## src/rtl/encoder_input_frontend.sv

```systemverilog
// Rotary-encoder input conditioning: pin synchronisers, full-detent quadrature
// decoding with a wrapping position count, and pushbutton debouncing.
module encoder_input_frontend #(
  parameter int DEBOUNCE_CYCLES = 16,
  parameter int CNT_WIDTH       = 8
) (
  input  logic                 clk,
  input  logic                 rst,
  input  logic                 enc_a,
  input  logic                 enc_b,
  input  logic                 btn_n,
  input  logic                 count_clr,
  output logic                 step_valid,
  output logic                 step_dir,
  output logic [CNT_WIDTH-1:0] count,
  output logic                 enc_err,
  output logic                 btn_level,
  output logic                 btn_press,
  output logic                 btn_release
);

  localparam int DB_W = $clog2(DEBOUNCE_CYCLES);

  logic                 a_s1_q, a_s2_q, b_s1_q, b_s2_q, btn_s1_q, btn_s2_q;
  logic [1:0]           prev_q;
  logic [2:0]           acc_q, acc_d;
  logic [CNT_WIDTH-1:0] count_q, count_d;
  logic                 step_valid_q, step_dir_q, enc_err_q;
  logic                 step_d, dir_d, err_d;
  logic [DB_W-1:0]      db_cnt_q, db_cnt_d;
  logic                 btn_level_q, btn_level_d, btn_press_q, btn_press_d;
  logic                 btn_release_q, btn_release_d;
  logic [1:0]           cur;
  logic                 is_cw, is_ccw;
  logic [3:0]           acc_sum;
  logic                 btn_pressed;

  function automatic logic [1:0] cw_next(input logic [1:0] s);
    case (s)
      2'b00:   cw_next = 2'b01;
      2'b01:   cw_next = 2'b11;
      2'b11:   cw_next = 2'b10;
      default: cw_next = 2'b00;
    endcase
  endfunction

  function automatic logic [1:0] ccw_next(input logic [1:0] s);
    case (s)
      2'b00:   ccw_next = 2'b10;
      2'b10:   ccw_next = 2'b11;
      2'b11:   ccw_next = 2'b01;
      default: ccw_next = 2'b00;
    endcase
  endfunction

  // The accumulator is widened by one bit here so +4 and -4 stay distinct.
  always_comb begin
    cur     = {b_s2_q, a_s2_q};
    is_cw   = (cur != prev_q) && (cur == cw_next(prev_q));
    is_ccw  = (cur != prev_q) && (cur == ccw_next(prev_q));
    err_d   = (cur == ~prev_q);
    acc_sum = {acc_q[2], acc_q};
    if (is_cw)  acc_sum = acc_sum + 4'd1;
    if (is_ccw) acc_sum = acc_sum - 4'd1;
    step_d  = (cur == 2'b00) && (is_cw || is_ccw) &&
              ((acc_sum == 4'b0100) || (acc_sum == 4'b1100));
    dir_d   = (acc_sum == 4'b0100);
    acc_d   = acc_q;
    if (cur != prev_q) begin
      if (err_d || (cur == 2'b00)) acc_d = 3'd0;
      else                         acc_d = acc_sum[2:0];
    end
    count_d = count_q;
    if (count_clr)   count_d = '0;
    else if (step_d) count_d = dir_d ? count_q + CNT_WIDTH'(1) : count_q - CNT_WIDTH'(1);
  end

  always_comb begin
    btn_pressed   = ~btn_s2_q;
    db_cnt_d      = '0;
    btn_level_d   = btn_level_q;
    btn_press_d   = 1'b0;
    btn_release_d = 1'b0;
    if (btn_pressed != btn_level_q) begin
      if (db_cnt_q == DB_W'(DEBOUNCE_CYCLES - 1)) begin
        btn_level_d   = btn_pressed;
        btn_press_d   = btn_pressed;
        btn_release_d = ~btn_pressed;
      end else begin
        db_cnt_d = db_cnt_q + DB_W'(1);
      end
    end
  end

  always_ff @(posedge clk or posedge rst) begin
    if (rst) begin
      a_s1_q        <= 1'b0;
      a_s2_q        <= 1'b0;
      b_s1_q        <= 1'b0;
      b_s2_q        <= 1'b0;
      btn_s1_q      <= 1'b1;
      btn_s2_q      <= 1'b1;
      prev_q        <= 2'b00;
      acc_q         <= 3'd0;
      count_q       <= '0;
      step_valid_q  <= 1'b0;
      step_dir_q    <= 1'b0;
      enc_err_q     <= 1'b0;
      db_cnt_q      <= '0;
      btn_level_q   <= 1'b0;
      btn_press_q   <= 1'b0;
      btn_release_q <= 1'b0;
    end else begin
      a_s1_q        <= enc_a;
      a_s2_q        <= a_s1_q;
      b_s1_q        <= enc_b;
      b_s2_q        <= b_s1_q;
      btn_s1_q      <= btn_n;
      btn_s2_q      <= btn_s1_q;
      prev_q        <= cur;
      acc_q         <= acc_d;
      count_q       <= count_d;
      step_valid_q  <= step_d;
      step_dir_q    <= step_d & dir_d;
      enc_err_q     <= err_d;
      db_cnt_q      <= db_cnt_d;
      btn_level_q   <= btn_level_d;
      btn_press_q   <= btn_press_d;
      btn_release_q <= btn_release_d;
    end
  end

  assign step_valid  = step_valid_q;
  assign step_dir    = step_dir_q;
  assign count       = count_q;
  assign enc_err     = enc_err_q;
  assign btn_level   = btn_level_q;
  assign btn_press   = btn_press_q;
  assign btn_release = btn_release_q;

endmodule

```

## config.mk

```make
export PLATFORM = sky130hd
export DESIGN_NAME = encoder_input_frontend
export DESIGN_NICKNAME = d
export VERILOG_FILES = /design/src/rtl/encoder_input_frontend.sv
export SDC_FILE = /design/constraint.sdc
export NUM_CORES = 1
export LEC_CHECK = 0
export ABC_CLOCK_PERIOD_IN_PS = 5500
export CAP_MARGIN = 30
export CORE_AREA = 2 2 73 75
export CTS_CLUSTER_SIZE = 28
export DETAILED_ROUTE_END_ITERATION = 7
export DIE_AREA = 0 0 75 77
export PLACE_DENSITY = 0.56
export SLEW_MARGIN = 20
export SYNTH_ARGS = -nofsm -noshare
export SYNTH_HDL_FRONTEND = slang
export SYNTH_SLANG_ARGS = --single-unit
```

## constraint.sdc

```tcl
create_clock -name clk -period 5.5 [get_ports clk]
set_clock_uncertainty 0.1 [all_clocks]
set_input_delay 1.375 -clock clk [delete_from_list [all_inputs] [get_ports clk]]
set_output_delay 1.375 -clock clk [all_outputs]
set_load 0.03 [all_outputs]
```

# ---- Yosys cells after proc, flatten, opt, wreduce, memory -nomap -nowiden
# Cells that the tools add are included.
dict set report classes {
  n_mux 14
  bitwise 3
  n_reduce_logical 11
  eq_ne 11
  addsub 5
}
# operator n
set ops {}
lappend ops {{8-bit 2-to-1 mux} 3}
lappend ops {{4-bit 2-to-1 mux} 4}
lappend ops {{2-bit case mux with 3 select lines} 2}
lappend ops {{8-bit by 1-bit adder with 8-bit output, second input constant} 1}
lappend ops {{4-bit equality test, second input constant} 2}
lappend ops {{8-bit by 1-bit subtractor with 8-bit output, second input constant} 1}
lappend ops {{2-bit equality test} 3}
lappend ops {{3-bit by 2-bit adder with 4-bit output, second input constant} 1}
lappend ops {{4-bit by 1-bit adder with 4-bit output, second input constant} 1}
lappend ops {{2-bit equality test, second input constant} 2}
lappend ops {{4-bit by 3-bit equality test with 1-bit output, second input constant} 1}
lappend ops {{1-bit logical AND} 4}
lappend ops {{2-bit zero test} 2}
lappend ops {{1-bit 2-to-1 mux} 4}
lappend ops {{4-bit by 1-bit subtractor with 4-bit output, second input constant} 1}
lappend ops {{1-bit logical OR} 3}
lappend ops {{3-bit 2-to-1 mux} 1}
lappend ops {{2-bit by 1-bit equality test with 1-bit output, second input constant} 1}
lappend ops {{2-bit != test} 1}
lappend ops {{2-bit inverter} 1}
lappend ops {{2-bit AND reduction} 1}
lappend ops {{2-bit nonzero test} 1}
lappend ops {{1-bit AND} 1}
lappend ops {{1-bit != test} 1}
lappend ops {{1-bit inverter} 1}
dict set report totals {
  ff_bits 29
  input_bits 6
}

# ---- Depth between registers and ports, before layout
# Gate-level depths: netlist of the first run.
dict set report logic_depth {
  depth_word 12
  mapped_depth 16
  ltp_nobuf 15
}

# ---- Least setup slack after synthesis of the first run
# OpenSTA, ideal clock, no wires.
dict set report synth_timing {
  kind {flip-flop to flip-flop}
  from {register prev_q[0]}
  to {register count_q[6] (netlist: count[6])}
  arrival_ns 3.460
  stages_incl_launch_ff 17
  setup_ns 0.101
  n_path_buf 1
  path_slack_ns 1.840
  required_ns 5.299
  cell_sequence {dfrtp_1 > buf_4 > xor2_4 > nor2_1 > mux2i_1 > ha_1 > xor2_1 > nand3_1 > nand3_1 > o31ai_1 > or3_1 > ha_1 > nor2b_1 > o31a_1 > o21a_1 > o21a_1 > o32ai_1}
}
dict set report synth_via {
  elab_chain_len 11
  word_cells_on_any_way 24
  cone_classes {add/sub (1); eq/ne (8); mux (7); reduce/logical (8)}
}
# element line
set synth_rtl {}
lappend synth_rtl {{start: declaration} 25} ;# logic [1:0] prev_q;
lappend synth_rtl {{start signal: assignment} 120} ;# prev_q <= cur;
lappend synth_rtl {{2-bit equality test, or another cell as far along} {39, 48}}
lappend synth_rtl {{2-bit case mux with 3 select lines} 39} ;# case (s)
lappend synth_rtl {{2-bit equality test} 59} ;# is_cw = (cur != prev_q) && (cur == cw_next(prev_q));
lappend synth_rtl {{1-bit logical AND} 59}
lappend synth_rtl {{4-bit 2-to-1 mux} 63} ;# if (is_cw) acc_sum = acc_sum + 4'd1;
lappend synth_rtl {{4-bit by 1-bit subtractor with 4-bit output} 64} ;# if (is_ccw) acc_sum = acc_sum - 4'd1;
lappend synth_rtl {{4-bit 2-to-1 mux} 64}
lappend synth_rtl {{4-bit by 3-bit equality test with 1-bit output or 4-bit equality test (tied branches)} {66, 67}}
lappend synth_rtl {{8-bit 2-to-1 mux or 1-bit logical OR (tied branches)} {75, 66}}
lappend synth_rtl {{8-bit 2-to-1 mux or 1-bit logical AND (tied branches)} {75, 65}}
lappend synth_rtl {{8-bit 2-to-1 mux or 2-bit nonzero test (tied branches)} n/a}
lappend synth_rtl {{end signal: assignment} 122} ;# count_q <= count_d;
lappend synth_rtl {{end: declaration} 27} ;# logic [CNT_WIDTH-1:0] count_q, count_d;
# Several ways; a longest one is shown, not always the timed one. The select of a mux whose other input is x is not followed.
# A chain may end at the register's enable or synchronous reset.

# ---- Worst setup path after layout of the first run
dict set report layout_timing {
  from {register prev_q[0]}
  to {register count_q[7] (netlist: count[7])}
}
# Same word-level chain as after synthesis.

==> impl_metrics.toml, run 1 <==
[setup_path]
cp.arrival_ps = 4450
crit_fanout = 19
crit_type = "reg -> reg"
cp_data_required_time_ps = 5590
startpoint_type = "flip-flop"
endpoint_kind = "flip-flop"

[grt]
grt_usage = 0.1602
grt_pass1_wl_um = 7272
grt_pass1_vias = 1531
antenna_found_initial = 0
grt_max_degree = 30
globalRouteOverflowTotal = 0

[synthesis]
avgSynthCellArea_um2 = 9.626
ys_types = 55
synth_warnings = 0
synth_nets = 218
syn-instance-count = 202
synth_seq_area_share = 0.3745
synth_area_um2 = 1944
async_flop_share = 1.000
synth_edf_count = 0
ys_seq_elements = 29
ys.flop_type = "dfrtp_1"

[finish]
drive_above_1_share = 0.1041
nets = 236
layout_common_cells = "dfrtp_1, clkdlybuf4s50_1, a21oi_1"
layout_commonest_cell = "dfrtp_1"
antennaDiodeCount = 0
multi_input_area_um2 = 1137
ff_latch_area_um2 = 728.2
finalInstanceArea_um2 = 2297
area_delta_synth_final_pct = 18.15
fillCellCount = 475

[clocking]
clkSinkCount = 29
cts_hold_buf = 0
clk_latency_ps = 280
cts_max_path_buffers = 2
root_buffer = "clkbuf_8"
h-tree-depth = 2
post-cts-setup-buffers = 0
cts_inserted_buffers = 5
cts_resized = 0
clk_pin_slew_ps = 70
cts_tree = "done"

[timing]
rsz0062_at_grt = "false"
slew_viol_final = 0
fin_setup_tns_ps = 0
layout_worst_path_cycle_share = 0.7917
setup_viol = 0
fmax_mhz = 229.7
tightest_slew_ps = 707.0
hold_viol = 0
min_period_ps = 4354
slew_headroom = 0.5286

[floorplan]
dieArea_um2 = 5775
start_util = 0.3906
num_rows = 26
ios = 20
core_region_area_um2 = 4977
die_y_um = 77
dieWidth_um = 75

[run]
maxCapViolCount = 0

[placement]
postPlaceCellArea_um2 = 2181
hpwl_um = 2917
port_buffers = 19
globalplace.congestion = 0.7658

[detailed_routing]
vias = 1568
drc_errors = 0
routedWlPerCell_um = 14.03
drt_iter0_markers = 106
drt_pre_antenna_iters = 4
vias_per_cell = 5.388
drt-total-wl_um = 4084
final_antenna_net_count = 0

[power_and_ir_drop]
max-vdd-ir-drop_mv = 0.1347
p_per_area_nw_per_um2 = 270.9
leakagePower_nw = 0.9186

[outcome]
status = "finished, final reports clean"

[worst_hold_path]
hold_class = "reg -> reg"
metal layers:
layer  track usage  part of all wire  routed length (um)
met5             0                 0                   0
met1        0.2348              0.49                2008
met2        0.2377              0.46                1898
met4       0.03214            0.0073                  30
met3       0.04205             0.036                 147
state kept, by name (all words and copies together) (netlist names), 2 cells and up:
name and cells:
acc_q 3, count 8, db_cnt_q 4, prev_q 2
power by group:
group | switching (W) | internal, W | leakage [nW]
clock | 0.0000826 | 0.000148 | 0.0585
combinational | 0.0000830 | 0.0000641 | 0.484
sequential | 0.0000210 | 0.000224 | 0.376
total | 0.000187 | 0.000436 | 0.919
cells in the mapped netlist, types with 2 or more instances:
| library cell | instances | area, um2 |
|---|---|---|
| o2111ai_1 | 2 | 17.52 |
| o211ai_1 | 3 | 22.52 |
| and3_1 | 2 | 12.51 |
| nand2b_1 | 4 | 25.02 |
| xor2_1 | 5 | 43.79 |
| o2111a_1 | 2 | 22.52 |
| xnor2_1 | 9 | 78.83 |
| nor2b_1 | 2 | 12.51 |
| a21o_1 | 2 | 15.01 |
| dfrtp_1 | 27 | 675.7 |
| nor3_1 | 8 | 40.04 |
| nand2_1 | 7 | 26.28 |
| o31ai_1 | 2 | 15.01 |
| xnor2_2 | 2 | 32.53 |
| buf_2 | 6 | 30.03 |
| o21a_1 | 4 | 30.03 |
| nor3b_1 | 2 | 15.01 |
| a211oi_1 | 4 | 30.03 |
| inv_1 | 8 | 30.03 |
| buf_4 | 2 | 15.01 |
| or2_2 | 2 | 12.51 |
| or3_1 | 3 | 18.77 |
| o21ai_0 | 15 | 75.07 |
| mux2i_1 | 3 | 30.03 |
| dfstp_2 | 2 | 52.55 |
| nor2_1 | 10 | 37.54 |
| a21oi_1 | 16 | 80.08 |
| and4_1 | 2 | 17.52 |
| nand3_1 | 12 | 60.06 |
| ha_1 | 9 | 112.6 |
worst max-delay path, stage by stage, from the launching register on:
cell and delay [ps]:
dfrtp_1 800, xor2_4 210, nor2_1 220, mux2i_1 220
ha_1 250, xor2_1 170, nand3_1 150, nand3_1 120
o31ai_1 80, or3_1 470, ha_1 390, o21ai_0 160
o21ai_0 340, a21oi_1 120, a2111o_1 350, o2111ai_1 90
cell families after synthesis:
group,after synthesis,synth area share
adders and majority gates,10,0.06821
muxes,3,0.01544
DFF,29,0.3745
buffers and inverters,17,0.04054
xor gates and xnor gates,17,0.09395
AOI/OAI and AO/OA,66,0.2394
and+or+nand+nor,60,0.1680
path summary, 6_finish.rpt:
path	startpoint	end	slack, ps	depth (start not counted)
setup / recovery	prev_q[0]	count[7]	1150	15
hold / removal	b_s1_q	b_s2_q	240	0
setup reg to reg	prev_q[0]	count[7]	1150	15
hold reg to reg	b_s1_q	b_s2_q	240	0
max in group asynchronous	rst	btn_s1_q	3630	3
min in group asynchronous	rst	b_s2_q	1360	3
metrics by stage:
stage          setup WS (ps)    util  hold slack (ps)  total power (W)  instances
6_report                1146  0.4615            242.7        0.0006222        291
5_1_grt                718.0  0.4615            259.2        0.0006577        291
4_1_cts                 1179  0.4615            249.1        0.0006282        291
3_5_place_dp            1235  0.4382            236.5        0.0003955        283
3_3_place_gp            1270  0.4382            234.5        0.0003954        283
2_1_floorplan           1840       -            231.2        0.0003615        202
cell type report:
type,count,area share
Clock buffer,7,0.03758
Clock inverter,1,0.01307
Inverter,8,0.01307
Multi-Input combinational cell,156,0.4951
Sequential cell,29,0.3170
Tap cell,70,0.03813
Timing Repair Buffer,20,0.08606
No activity file was read; power rests on OpenSTA's default activity.
==> run 2, diff against run 1 <==
- ABC_CLOCK_PERIOD_IN_PS: 5500 -> 4000
- PLACE_DENSITY: 0.56 -> 0.58
- clock period: 5.5 -> 4 ns (I/O delays scaled with it)
==> run 2 against run 1 <==
Effect of this change: critical endpoint is now count[6]; via count grew 0.32%; utilization is 1.4 points higher; critical path depth is the same; largest power group unchanged; largest cell class unchanged; power grew 39%; final area increased by 3.0%; register-to-register slack worse by 840 ps.
==> impl_metrics.toml, run 2 (same netlist as run 1, synthesis figures left out) <==
[timing]
hold_viol = 0
tightest_slew_ps = 527.7
worst_slack_ps = 309.8
setup_viol = 0
slew_headroom = 0.6476
min_period_ps = 3690
layout_worst_path_cycle_share = 0.9225
fin_setup_tns_ps = 0
slew_viol_final = 0
rsz0062_at_grt = "false"
fmax_mhz = 271.0

[worst_hold_path]
hp-start = "b_s1_q"
hold_end = "b_s2_q"
worst_hold_path.num_cells = 0
hold_class = "reg -> reg"

[placement]
globalplace.congestion = 0.8189
dp_slack_ps = 177.4
port_buffers = 19
hpwl_um = 2864

[setup_path]
r2r-end = "count[6]"
path_delay_family = "simple AND/OR/NAND/NOR gates"
cp_data_required_time_ps = 4090
r2r_slack_ps = 310
cp.arrival_ps = 3780
path_depth = 15
max_stage_delay_ps = 440
ff2ff_path_depth = 15
reg2reg_from = "prev_q[0]"
crit_type = "reg -> reg"
crit_fanout = 6
endpoint_kind = "flip-flop"
crit_path_cell_trace = "xor2_4 > nor2_1 > mux2i_1 > ha_1 > xor2_1 > nand3_1 > nand3_1 > o31ai_1 > or3_4 > ha_1 > nor2b_1 > o31a_1 > o21a_1 > o21a_1 > o32ai_1"
worst-path-buf-inv = 0
startpoint_type = "flip-flop"
critPathSlowestCell = "dfrtp_1"

[grt]
globalRouteOverflowTotal = 0
grt_pass1_vias = 1569
grt_usage = 0.1577
antenna_found_initial = 0
grt_pass1_wl_um = 7217
grt_max_degree = 30

[clocking]
root_buffer = "clkbuf_8"
h-tree-depth = 2
clkSinkCount = 29
cts_max_path_buffers = 2
post-cts-setup-buffers = 0
cts_hold_buf = 0
cts_inserted_buffers = 5
clk_pin_slew_ps = 70
clk_latency_ps = 280
cts_resized = 0
cts_tree = "done"

[detailed_routing]
drt-total-wl_um = 4111
routedWlPerCell_um = 13.75
final_antenna_net_count = 0
drt_iter0_markers = 95
vias = 1573
drc_errors = 0
drt_pre_antenna_iters = 4
vias_per_cell = 5.261

[floorplan]
ios = 20
start_util = 0.3906
core_region_area_um2 = 4977
dieWidth_um = 75
num_rows = 26
die_y_um = 77
dieArea_um2 = 5775

[finish]
drive_above_1_share = 0.1485
antennaDiodeCount = 0
nets = 244
layout_commonest_cell = "dfrtp_1"
area_delta_synth_final_pct = 21.69
fin_util = 0.4754
layout_common_cells = "dfrtp_1, clkdlybuf4s50_1, a21oi_1"
largest_reg_flops = 8

[power_and_ir_drop]
max-vdd-ir-drop_mv = 0.1841
p_per_area_nw_per_um2 = 365.2
leakagePower_nw = 0.9561
total_power_w = 0.0008640

[run]
maxCapViolCount = 0

[outcome]
status = "finished, final reports clean"
[run 2: worst register-to-register path, stage by stage, from the launching register on]
cell     delay [ps]
dfrtp_1         440
xor2_4          200
nor2_1          180
mux2i_1         220
ha_1            240
xor2_1          150
nand3_1         150
nand3_1         110
o31ai_1          90
or3_4           420
ha_1            340
nor2b_1         160
o31a_1          250
o21a_1          190
o21a_1          170
o32ai_1         200
[run 2: worst max-delay path by stage]
stage                     startpoint  endpoint  slack [ps]
after CTS                  prev_q[0]  count[7]         130
after detailed placement   prev_q[0]  count[7]         180
after floorplan            prev_q[0]  count[6]         340
final                      prev_q[0]  count[6]         310
after global placement     prev_q[0]  count[7]         200
after global routing       prev_q[0]  count[6]          50
[run 2: metrics by stage]
step | instances | hold WS (ps) | cell area [um2]
after floorplan | 202 | 231.2 | 1944
after global placement | 291 | 233.6 | 2241
after detailed placement | 291 | 235.5 | 2241
after CTS | 299 | 251.0 | 2356
after global routing | 299 | 257.3 | 2366
final | 299 | 248.7 | 2366
[run 2: area by class of cell]
type,instances,area [um2]
clock buffer,5,68.82
clock inverter,3,46.29
fill,480,2611
inverter,8,30.03
multi-input combinational,156,1147
sequential,29,728.2
tap,70,87.58
timing repair buffer,28,257.7
[run 2: layer usage]
metal	vias up	routed length (um)	track usage
met5	-	0	0
met4	0	59	0.04821
met3	7	117	0.04468
met2	18	1784	0.2333
met1	742	2148	0.2209
li1	806	-	-
[run 2: power breakdown]
| part | total, W | internal [W] | switching [W] |
|---|---|---|---|
| Combinational | 0.000229 | 0.0000994 | 0.000129 |
| Sequential | 0.000322 | 0.000308 | 0.0000141 |
| Clock | 0.000313 | 0.000186 | 0.000127 |
==> run 3, diff against run 2 <==
- ABC_CLOCK_PERIOD_IN_PS: 4000 -> 4600
- CAP_MARGIN: 30 -> 15
- CELL_PAD_IN_SITES_DETAIL_PLACEMENT: not set -> 1
- CELL_PAD_IN_SITES_GLOBAL_PLACEMENT: not set -> 1
- PLACE_DENSITY: 0.58 -> 0.69
- clock period: 4 -> 4.6 ns (I/O delays scaled with it)
==> run 3 against run 2 <==
Effect of this change: largest power group unchanged; sequential cell count stayed put; hold slack improved by 8.0 ps; count of clock-buffer cells in the layout up 1; clock power fell by 9.9%; final cell count decreased by 1.7%; wire length grew 20%; sequential share of layout area rose by 0.56 points; global-route usage up 3.5 points; register-to-register slack improved by 140 ps; via count grew 3.1%; critical endpoint is now count[7]; non-clock buffer count decreased by 5; first-iteration DRC count down 54%.
==> impl_metrics.toml, run 3 (same netlist as run 1, synthesis figures left out) <==
[clocking]
cts_max_path_buffers = 2
cts_tree = "done"
clk_pin_slew_ps = 70
h-tree-depth = 2
clk_latency_ps = 280
clkSinkCount = 29
cts_inserted_buffers = 5
cts_resized = 0
root_buffer = "clkbuf_8"
cts_hold_buf = 0
post-cts-setup-buffers = 0

[floorplan]
dieWidth_um = 75
start_util = 0.3906
die_y_um = 77
num_rows = 26
dieArea_um2 = 5775
core_region_area_um2 = 4977
ios = 20

[finish]
layout_common_cells = "dfrtp_1, clkdlybuf4s50_1, a21oi_1"
drive_above_1_share = 0.1250
nets = 239
layout_commonest_cell = "dfrtp_1"
ff_latch_area_um2 = 728.2
area_delta_synth_final_pct = 19.50
antennaDiodeCount = 0
finalInstanceArea_um2 = 2323
multi_input_area_um2 = 1137
fillCellCount = 563
largest_reg_flops = 8

[timing]
fin_setup_tns_ps = 0
min_period_ps = 4147
slew_viol_final = 0
slew_headroom = 0.5847
fmax_mhz = 241.1
layout_worst_path_cycle_share = 0.9016
hold_viol = 0
setup_viol = 0
tightest_slew_ps = 622.1
rsz0062_at_grt = "false"

[setup_path]
path_depth = 14
crit_fanout = 11
critPathSlowestCell = "dfrtp_1"
cp.arrival_ps = 4240
cp_data_required_time_ps = 4690
crit_path_cell_trace = "ha_1 > mux2i_1 > ha_1 > xor2_1 > nand3_1 > nand3_1 > o31ai_1 > or3_1 > ha_1 > a211oi_1 > o21ai_0 > a211oi_1 > o211ai_1 > o2111ai_1"
startpoint_type = "flip-flop"
max_stage_delay_ps = 610
ff2ff_path_depth = 14
path_delay_family = "compound AO/OA/AOI/OAI gates"
crit_type = "reg -> reg"
endpoint_kind = "flip-flop"
worst-path-buf-inv = 0
path_common_cell = "ha_1"

[detailed_routing]
final_antenna_net_count = 0
routedWlPerCell_um = 16.84
vias_per_cell = 5.517
drt_pre_antenna_iters = 4
drc_errors = 0
drt_iter0_markers = 44
vias = 1622
drt-total-wl_um = 4950

[run]
maxCapViolCount = 0

[grt]
globalRouteOverflowTotal = 0
grt_usage = 0.1923
use_met2 = 0.3079
grt_pass1_vias = 1773
antenna_found_initial = 0
globalRoute.busiestLayer = "met2"
grt_pass1_wl_um = 8597
grt_max_degree = 30
grt_util_met3 = 0.03942
global_route.usage.met1 = 0.2587

[worst_hold_path]
worst_hold_path.num_cells = 0
hold_class = "reg -> reg"

[placement]
hpwl_um = 3700
postPlaceCellArea_um2 = 2203
globalplace.congestion = 0.8101
port_buffers = 19

[power_and_ir_drop]
leakagePower_nw = 0.9309
max-vdd-ir-drop_mv = 0.1325
p_per_area_nw_per_um2 = 325.8

[outcome]
status = "finished, final reports clean"
## run 3: changes by cell type in the layout (fill, tap and decap cells not counted)
cell,before,now
a211oi_1,3,4
or3_1,2,3
o21ai_1,3,1
buf_4,9,4
or3_4,1,0
inv_2,0,1
a211oi_2,1,0
clkinv_4,1,0
inv_1,8,7
o21ai_0,13,15
clkbuf_8,5,6
## run 3: path summary, 6_finish.rpt
kind	startpoint	to	slack [ps]
max in group asynchronous	rst	count[3]	2820
worst min-delay path	b_s1_q	b_s2_q	260
worst min register to register	b_s1_q	b_s2_q	260
min in group asynchronous	rst	btn_release	1170
worst max-delay path	acc_q[0]	count[7]	450
worst max register to register	acc_q[0]	count[7]	450
## run 3: report_power, final
group          total (W)  switching [W]  internal [W]  leakage, nW
combinational   0.000189       0.000110     0.0000785        0.497
sequential      0.000287      0.0000190      0.000268        0.376
clock           0.000282       0.000106      0.000176       0.0574
total           0.000757       0.000235      0.000522        0.931
## run 3: layer usage
metal | vias up | wire length [um]
li1 | 792 | -
met1 | 807 | 2291
met2 | 15 | 2462
met3 | 8 | 117
met4 | 0 | 78
met5 | - | 0
## run 3: layout make-up
| cell class | count | area share |
|---|---|---|
| Multi-Input combinational cell | 156 | 0.4895 |
| Sequential cell | 29 | 0.3134 |
| Timing Repair Buffer | 23 | 0.09478 |
| Tap cell | 70 | 0.03770 |
| Clock buffer | 6 | 0.03554 |
| Clock inverter | 2 | 0.01616 |
| Inverter | 8 | 0.01292 |
## run 3: per-stage QoR
step	total power (W)	worst slack (ps)	std cells	hold slack (ps)	util
2_1_floorplan	0.0004323	939.5	202	231.2	-
3_3_place_gp	0.0004692	785.1	286	234.7	0.4427
3_5_place_dp	0.0004802	529.1	286	243.5	0.4427
4_1_cts	0.0007688	419.8	294	256.3	0.4668
5_1_grt	0.0008031	48.34	294	262.7	0.4668
6_report	0.0007570	452.6	294	256.7	0.4668
## run 3: worst register-to-register path: cells and delay by family (launching register included)
family | cells | cell delay, ps
AO/OA/AOI/OAI | 6 | 1320
AND/OR/NAND/NOR | 3 | 770
adder cells (fa/ha/maj) | 3 | 930
multiplexers | 1 | 170
XOR/XNOR | 1 | 160
flip-flops | 1 | 610
